--- src/rtl/requan_mult_arbiter_pkg.sv ---
// Shared Q2.14 constants, lock FSM encoding and the product requantizer
// used by the multiplier arbiter.
package requan_mult_arbiter_pkg;

   localparam int          FRAC_BITS = 14;
   localparam logic [15:0] SAT_POS   = 16'h7FFF;
   localparam logic [15:0] SAT_NEG   = 16'h8000;

   typedef enum logic [0:0] {
      IDLE   = 1'b0,
      LOCKED = 1'b1
   } lock_state_e;

   // prod_hi is mult_p[35:14]; the result fits only when bits [35:29] agree.
   function automatic logic [15:0] requant(input logic [21:0] prod_hi, input logic sat);
      logic fits;
      fits = (&prod_hi[21:15]) || !(|prod_hi[21:15]);
      if (sat && !fits) begin
         return prod_hi[21] ? SAT_NEG : SAT_POS;
      end
      return prod_hi[15:0];
   endfunction

endpackage

--- src/rtl/requan_mult_arbiter_if.sv ---
// Requester-side bundle of the shared multiplier arbiter: operand
// handshake plus the broadcast response.
interface requan_mult_arbiter_if #(
   parameter int NUM_REQ = 3
);
   logic [NUM_REQ-1:0]    req_valid;
   logic [NUM_REQ-1:0]    req_lock;
   logic [16*NUM_REQ-1:0] req_a;
   logic [16*NUM_REQ-1:0] req_b;
   logic [NUM_REQ-1:0]    req_ready;
   logic [NUM_REQ-1:0]    resp_valid;
   logic [15:0]           resp_data;
   logic                  busy;

   modport master (
      output req_valid, req_lock, req_a, req_b,
      input  req_ready, resp_valid, resp_data, busy
   );

   modport slave (
      input  req_valid, req_lock, req_a, req_b,
      output req_ready, resp_valid, resp_data, busy
   );
endinterface

--- src/rtl/requan_mult_arbiter_pick.sv ---
// Combinational round-robin picker: first set request at or above the
// pointer, wrapping, returned one-hot.
module rr_priority_pick #(
   parameter int N  = 3,
   parameter int PW = (N > 1) ? $clog2(N) : 1
) (
   input  logic [N-1:0]  req_i,
   input  logic [PW-1:0] ptr_i,
   output logic [N-1:0]  grant_o
);

   logic found;
   int   idx;

   always_comb begin
      grant_o = '0;
      found   = 1'b0;
      idx     = 0;
      for (int k = 0; k < N; k++) begin
         idx = (int'(ptr_i) + k) % N;
         if (!found && req_i[idx]) begin
            grant_o[idx] = 1'b1;
            found        = 1'b1;
         end
      end
   end

endmodule

--- src/rtl/requan_mult_arbiter.sv ---
// Round-robin arbiter with locked bursts in front of the shared Q2.14
// requantizer multiplier; two-stage pipeline from accept to response.
module requan_mult_arbiter
   import requan_mult_arbiter_pkg::*;
#(
   parameter int NUM_REQ   = 3,
   parameter int MAX_BURST = 8,
   parameter int SATURATE  = 1
) (
   input  logic                  clk,
   input  logic                  reset_n,
   requan_mult_arbiter_if.slave  bus,
   output logic [15:0]           mult_a,
   output logic [15:0]           mult_b,
   input  logic [35:0]           mult_p
);

   localparam int PW = (NUM_REQ > 1) ? $clog2(NUM_REQ) : 1;
   localparam int BW = $clog2(MAX_BURST + 1);

   lock_state_e        state_q;
   logic [PW-1:0]      owner_q;
   logic [BW-1:0]      burst_cnt_q;
   logic [PW-1:0]      rr_ptr_q;

   logic [15:0]        mult_a_q, mult_b_q;
   logic               s1_valid_q;
   logic [PW-1:0]      s1_tag_q;
   logic [NUM_REQ-1:0] resp_valid_q;
   logic [15:0]        resp_data_q;

   logic [NUM_REQ-1:0] rr_grant;
   logic [NUM_REQ-1:0] grant;
   logic               owner_hold;
   logic               accept;
   logic [PW-1:0]      grant_idx;
   logic [PW-1:0]      rr_next;
   logic [15:0]        op_a_d, op_b_d;
   logic [15:0]        resp_data_d;
   logic [NUM_REQ-1:0] tag_onehot;
   logic               unused_frac;

   rr_priority_pick #(.N(NUM_REQ), .PW(PW)) u_pick (
      .req_i   (bus.req_valid),
      .ptr_i   (rr_ptr_q),
      .grant_o (rr_grant)
   );

   // The owner keeps the port only while it is still asking, still locked and under budget.
   assign owner_hold = (state_q == LOCKED) && bus.req_valid[owner_q] &&
                       bus.req_lock[owner_q] && (burst_cnt_q < BW'(MAX_BURST));

   assign grant  = !reset_n   ? '0 :
                   owner_hold ? (NUM_REQ'(1) << owner_q) : rr_grant;
   assign accept = |grant;

   always_comb begin
      op_a_d    = '0;
      op_b_d    = '0;
      grant_idx = '0;
      for (int i = 0; i < NUM_REQ; i++) begin
         if (grant[i]) begin
            op_a_d    = bus.req_a[16*i +: 16];
            op_b_d    = bus.req_b[16*i +: 16];
            grant_idx = PW'(i);
         end
      end
   end

   assign rr_next     = (grant_idx == PW'(NUM_REQ - 1)) ? '0 : grant_idx + 1'b1;
   assign resp_data_d = requant(mult_p[35:FRAC_BITS], SATURATE != 0);
   assign tag_onehot  = NUM_REQ'(1) << s1_tag_q;
   assign unused_frac = ^mult_p[FRAC_BITS-1:0];

   // Burst grants leave rr_ptr alone; it already points past the owner from the locking grant.
   always_ff @(posedge clk or negedge reset_n) begin
      if (!reset_n) begin
         state_q     <= IDLE;
         owner_q     <= '0;
         burst_cnt_q <= '0;
         rr_ptr_q    <= '0;
      end else if (owner_hold) begin
         burst_cnt_q <= burst_cnt_q + 1'b1;
      end else if (accept) begin
         rr_ptr_q <= rr_next;
         if (bus.req_lock[grant_idx]) begin
            state_q     <= LOCKED;
            owner_q     <= grant_idx;
            burst_cnt_q <= BW'(1);
         end else begin
            state_q     <= IDLE;
            burst_cnt_q <= '0;
         end
      end else begin
         state_q     <= IDLE;
         burst_cnt_q <= '0;
      end
   end

   always_ff @(posedge clk or negedge reset_n) begin
      if (!reset_n) begin
         mult_a_q     <= '0;
         mult_b_q     <= '0;
         s1_valid_q   <= 1'b0;
         s1_tag_q     <= '0;
         resp_valid_q <= '0;
         resp_data_q  <= '0;
      end else begin
         s1_valid_q <= accept;
         if (accept) begin
            mult_a_q <= op_a_d;
            mult_b_q <= op_b_d;
            s1_tag_q <= grant_idx;
         end
         resp_valid_q <= s1_valid_q ? tag_onehot : '0;
         if (s1_valid_q) begin
            resp_data_q <= resp_data_d;
         end
      end
   end

   assign bus.req_ready  = grant;
   assign bus.resp_valid = resp_valid_q;
   assign bus.resp_data  = resp_data_q;
   assign bus.busy       = s1_valid_q || (|resp_valid_q);
   assign mult_a         = mult_a_q;
   assign mult_b         = mult_b_q;

endmodule

--- src/flat_wrapper.sv ---
// flat-port wrapper written by rule: the top's interface ports become plain ports
module requan_mult_arbiter_flat import requan_mult_arbiter_pkg::*;
#(
   parameter int NUM_REQ   = 3,
   parameter int MAX_BURST = 8,
   parameter int SATURATE  = 1
)
  (clk, reset_n, mult_a, mult_b, mult_p, bus_req_valid, bus_req_lock, bus_req_a, bus_req_b, bus_req_ready, bus_resp_valid, bus_resp_data, bus_busy);
  requan_mult_arbiter_if #(.NUM_REQ(NUM_REQ)) bus_i ();
  input  logic clk;
  input  logic reset_n;
  output logic [15:0] mult_a;
  output logic [15:0] mult_b;
  input  logic [35:0] mult_p;
  input wire logic [$bits(bus_i.req_valid)-1:0] bus_req_valid;
  input wire logic [$bits(bus_i.req_lock)-1:0] bus_req_lock;
  input wire logic [$bits(bus_i.req_a)-1:0] bus_req_a;
  input wire logic [$bits(bus_i.req_b)-1:0] bus_req_b;
  output wire logic [$bits(bus_i.req_ready)-1:0] bus_req_ready;
  output wire logic [$bits(bus_i.resp_valid)-1:0] bus_resp_valid;
  output wire logic [$bits(bus_i.resp_data)-1:0] bus_resp_data;
  output wire logic [$bits(bus_i.busy)-1:0] bus_busy;
  assign bus_i.req_valid = bus_req_valid;
  assign bus_i.req_lock = bus_req_lock;
  assign bus_i.req_a = bus_req_a;
  assign bus_i.req_b = bus_req_b;
  assign bus_req_ready = bus_i.req_ready;
  assign bus_resp_valid = bus_i.resp_valid;
  assign bus_resp_data = bus_i.resp_data;
  assign bus_busy = bus_i.busy;
  requan_mult_arbiter #(.NUM_REQ(NUM_REQ), .MAX_BURST(MAX_BURST), .SATURATE(SATURATE)) u_core (.clk(clk), .reset_n(reset_n), .bus(bus_i), .mult_a(mult_a), .mult_b(mult_b), .mult_p(mult_p));
endmodule
--- config.mk ---
export PLATFORM = sky130hd
export DESIGN_NAME = requan_mult_arbiter_flat
export DESIGN_NICKNAME = d
export VERILOG_FILES = /design/src/rtl/requan_mult_arbiter_pkg.sv /design/src/rtl/requan_mult_arbiter_if.sv /design/src/rtl/requan_mult_arbiter_pick.sv /design/src/rtl/requan_mult_arbiter.sv /design/src/flat_wrapper.sv
export SDC_FILE = /design/constraint.sdc
export NUM_CORES = 1
export LEC_CHECK = 0
export ABC_AREA = 0
export BUFFER_PORTS_ARGS = -buffer_cell sky130_fd_sc_hd__buf_4
export CAP_MARGIN = 20
export CORE_MARGIN = 5
export CORE_UTILIZATION = 51
export CTS_BUF_LIST = sky130_fd_sc_hd__clkbuf_4
export DETAILED_ROUTE_END_ITERATION = 8
export HOLD_SLACK_MARGIN = 0.06
export PLACE_DENSITY = 0.89
export SETUP_SLACK_MARGIN = 0.02
export SLEW_MARGIN = 20
export SYNTH_ARGS = -nofsm -noshare
export SYNTH_HDL_FRONTEND = slang
export SYNTH_SLANG_ARGS = --single-unit
--- constraint.sdc ---
create_clock -name clk -period 7.2 [get_ports clk]
set_clock_uncertainty 0.15 [all_clocks]
set_input_delay 2.16 -clock clk [delete_from_list [all_inputs] [get_ports clk]]
set_output_delay 2.16 -clock clk [all_outputs]
set_load 0.005 [all_outputs]
==> results.toml <==
[detailed_routing]
totalWireLength_mm = 11.37
ant_nets = 0
wl_per_cell_microns = 17.03
dr.pass1.iters = 4
viasPerCell = 5.510
vias = 3681
drc = 0
drtIter0Drc = 194

[place]
dp_hpwl_mm = 8.272
portBuffers = 180
gp_congestion = 0.7760

[synthesis]
yosys.cell_count.top_type = "o21ai_1"
yosysTopAreaCellShare_pct = 42.54
netlist_area_sq_mm = 0.003706
synth_area_leaders = "dfrtp_1 (43%), a211oi_2 (9.5%), o21ai_1 (8.6%)"
synthTopCellsByCount = "o21ai_1 (64), dfrtp_1 (63), nand2_1 (53)"
synth_edf_count = 0
synth-seq-cells = 63
yosysTopAreaCell = "dfrtp_1"
yosysUniqueCellTypes = 53
synth_nets = 542
yosys_warnings = 0
syn_area_per_cell_sq_um = 9.335
ys.flop_type = "dfrtp_1"
async_flop_share_pct = 100.0
synth_seq_area_share_pct = 42.54
synth_cells = 397

[clock_tree]
clockRootBuffer = "clkbuf_4"
cts_sinks = 63
htree_levels = 3
cts_tree = "built"
clk-insertion-delay-late_ns = 0.41
cts_setup_buffers = 0
ctsResizeCount = 0
path_clk_slew_ns = 0.11
numCtsBuffers = 9
hold_buffers = 0
cts_buffer_depth = 2

[cells_and_area]
n_antenna_cell = 0
final_nets = 709
drive_gt1_share_pct = 42.36
final_core_util_pct = 72.29
fill_cells = 540
area_growth_pct = 39.97

[worst_hold_path]
hold_class = "reg2reg"

[timing]
final.setup.tns_ns = 0
hold_violations = 0
tightestPinTransition_ns = 0.8783
grt_setup_unrepaired = "no"
min_period_ns = 6.037
max_freq_mhz = 165.6
slew_viol_final = 0
setup_viol = 0
timing.final.crit_share_pct = 83.85
relSlewSlack_pct = 41.45

[floorplan]
dieArea_sq_mm = 0.009072
ios = 195
initial_core_util_pct = 51.65
die_x_microns = 95.25
core_sq_mm = 0.007176
die_y_microns = 95.25
rows = 31

[pwr]
total_leakage_power_nw = 2.309
switching_share_pct = 43.31
power_density_mw_per_mm2 = 414.6
vdd.ir_drop.worst_mv = 0.2124
seqPwrFrac_pct = 30.3
power.total_mw = 2.151
switchingPower_mw = 0.9316
internal_power_mw = 1.219
combinationalPowerShare_pct = 58.1
pwr-share-clk_pct = 11.6

[global_routing]
grt_first_pass_wirelength_mm = 17.93
grt_pass1_vias = 3769
antenna_found_initial = 0
grt_max_degree = 72
grt_overflow_total = 0
grt_usage_pct = 25.42

[worst_setup_path]
reg2reg_slack_ns = 3.50
end_kind = "output pin"
crit_type = "in2out"
critical_path.startpoint = "bus_req_valid[2]"
worst_setup_path_start_kind = "input pin"
crit_fanout = 9
rr_worst_depth = 11
reg2reg_to = "u_core.mult_a[7]$_DFFE_PN0P_"
crit_path_end = "bus_req_ready[0]"
cp.required_ns = 4.89
crit_arrival_ns = 3.73
regToRegStartpoint = "u_core.rr_ptr_q[0]$_DFFE_PN0P_"

[run]
drv_cap = 0

[status]
status = "complete, no violations"
per-stage QoR:
step | hold slack [ns] | setup WS, ns | instance area [sq um] | cells
5_1_grt | 0.3584 | 1.066 | 5187 | 668
2_1_floorplan | 0.2870 | 1.221 | 3706 | 397
3_3_place_gp | 0.3028 | 1.255 | 5024 | 651
4_1_cts | 0.3323 | 1.181 | 5184 | 668
6_report | 0.3411 | 1.163 | 5187 | 668
3_5_place_dp | 0.3189 | 1.193 | 5044 | 652
worst min path at each step:
stage / from / to / cells after the start
floorplan: u_core.s1_tag_q[0]$_DFFE_PN0P_ / u_core.bus.resp_valid[0]$_DFF_PN0_ / 1
global placement: u_core.s1_tag_q[1]$_DFFE_PN0P_ / u_core.bus.resp_valid[0]$_DFF_PN0_ / 1
detailed placement: u_core.s1_tag_q[1]$_DFFE_PN0P_ / u_core.bus.resp_valid[0]$_DFF_PN0_ / 1
CTS: u_core.s1_tag_q[0]$_DFFE_PN0P_ / u_core.bus.resp_valid[0]$_DFF_PN0_ / 1
global route: u_core.s1_tag_q[0]$_DFFE_PN0P_ / u_core.bus.resp_valid[0]$_DFF_PN0_ / 1
finish: u_core.s1_tag_q[0]$_DFFE_PN0P_ / u_core.bus.resp_valid[0]$_DFF_PN0_ / 1
per-layer routing:
layer	global-route usage, %	wire, microns	up-vias
met4	10.34	304	0
met2	43.38	5739	159
met5	0	0	-
li1	-	-	1746
met1	29.61	4254	1751
met3	7.814	1075	25
sequential cells by signal, indices dropped and copies added (netlist names):
name	cells
u_core.burst_cnt_q	4
u_core.bus.resp_data	16
u_core.bus.resp_valid	3
u_core.mult_a	16
u_core.mult_b	16
u_core.owner_q	2
u_core.rr_ptr_q	2
u_core.s1_tag_q	2
u_core.s1_valid_q	1
u_core.state_q	1
power groups by stage:
stage,clock network (mW),logic [mW],registers [mW]
3_5_place_dp,0,1.25,0.655
3_3_place_gp,0,1.19,0.645
2_1_floorplan,0,0.814,0.640
4_1_cts,0.253,1.26,0.650
6_report,0.249,1.25,0.653
5_1_grt,0.268,1.38,0.674
layout make-up:
cell class | count | area, sq um | area share (%)
clock buffers | 9 | 67.56 | 1.302
clock inverters | 7 | 72.57 | 1.399
inverters | 9 | 33.78 | 0.6512
multi-input cells | 296 | 1912 | 36.85
flip-flops and latches | 63 | 1577 | 30.39
well taps | 99 | 123.9 | 2.388
repair buffers | 185 | 1401 | 27.01
placed cells by master (no fill, tap or decap), types with 3 or more instances in the layout:
| master | n |
|---|---|
| o21ai_0 | 8 |
| nor2b_1 | 24 |
| nand2b_1 | 3 |
| o21ai_1 | 64 |
| nor2_1 | 24 |
| a21oi_1 | 19 |
| ha_1 | 5 |
| nand2_1 | 53 |
| a211oi_1 | 6 |
| nand3b_1 | 3 |
| clkbuf_4 | 9 |
| buf_4 | 184 |
| and2b_1 | 10 |
| inv_1 | 8 |
| a211oi_2 | 28 |
| mux2i_1 | 3 |
| o21a_1 | 3 |
| and3_1 | 3 |
| dfrtp_1 | 63 |
worst max-delay path, stage by stage:
cell	delay [ns]
buf_4	0.15
mux2i_1	0.19
nor2_1	0.10
or4b_4	0.58
a41oi_4	0.38
buf_4	0.18
kinds of logic after synthesis:
group	after synthesis	synth area share [%]
muxes	5	1.418
xor gates and xnor gates	1	0.2364
DFF	63	42.54
AOI/OAI and AO/OA	146	28.53
and+or+nand+nor	139	19.61
adders and majority gates	5	1.688
buffers and inverters	38	5.976
(Power assumes the default switching activity.)
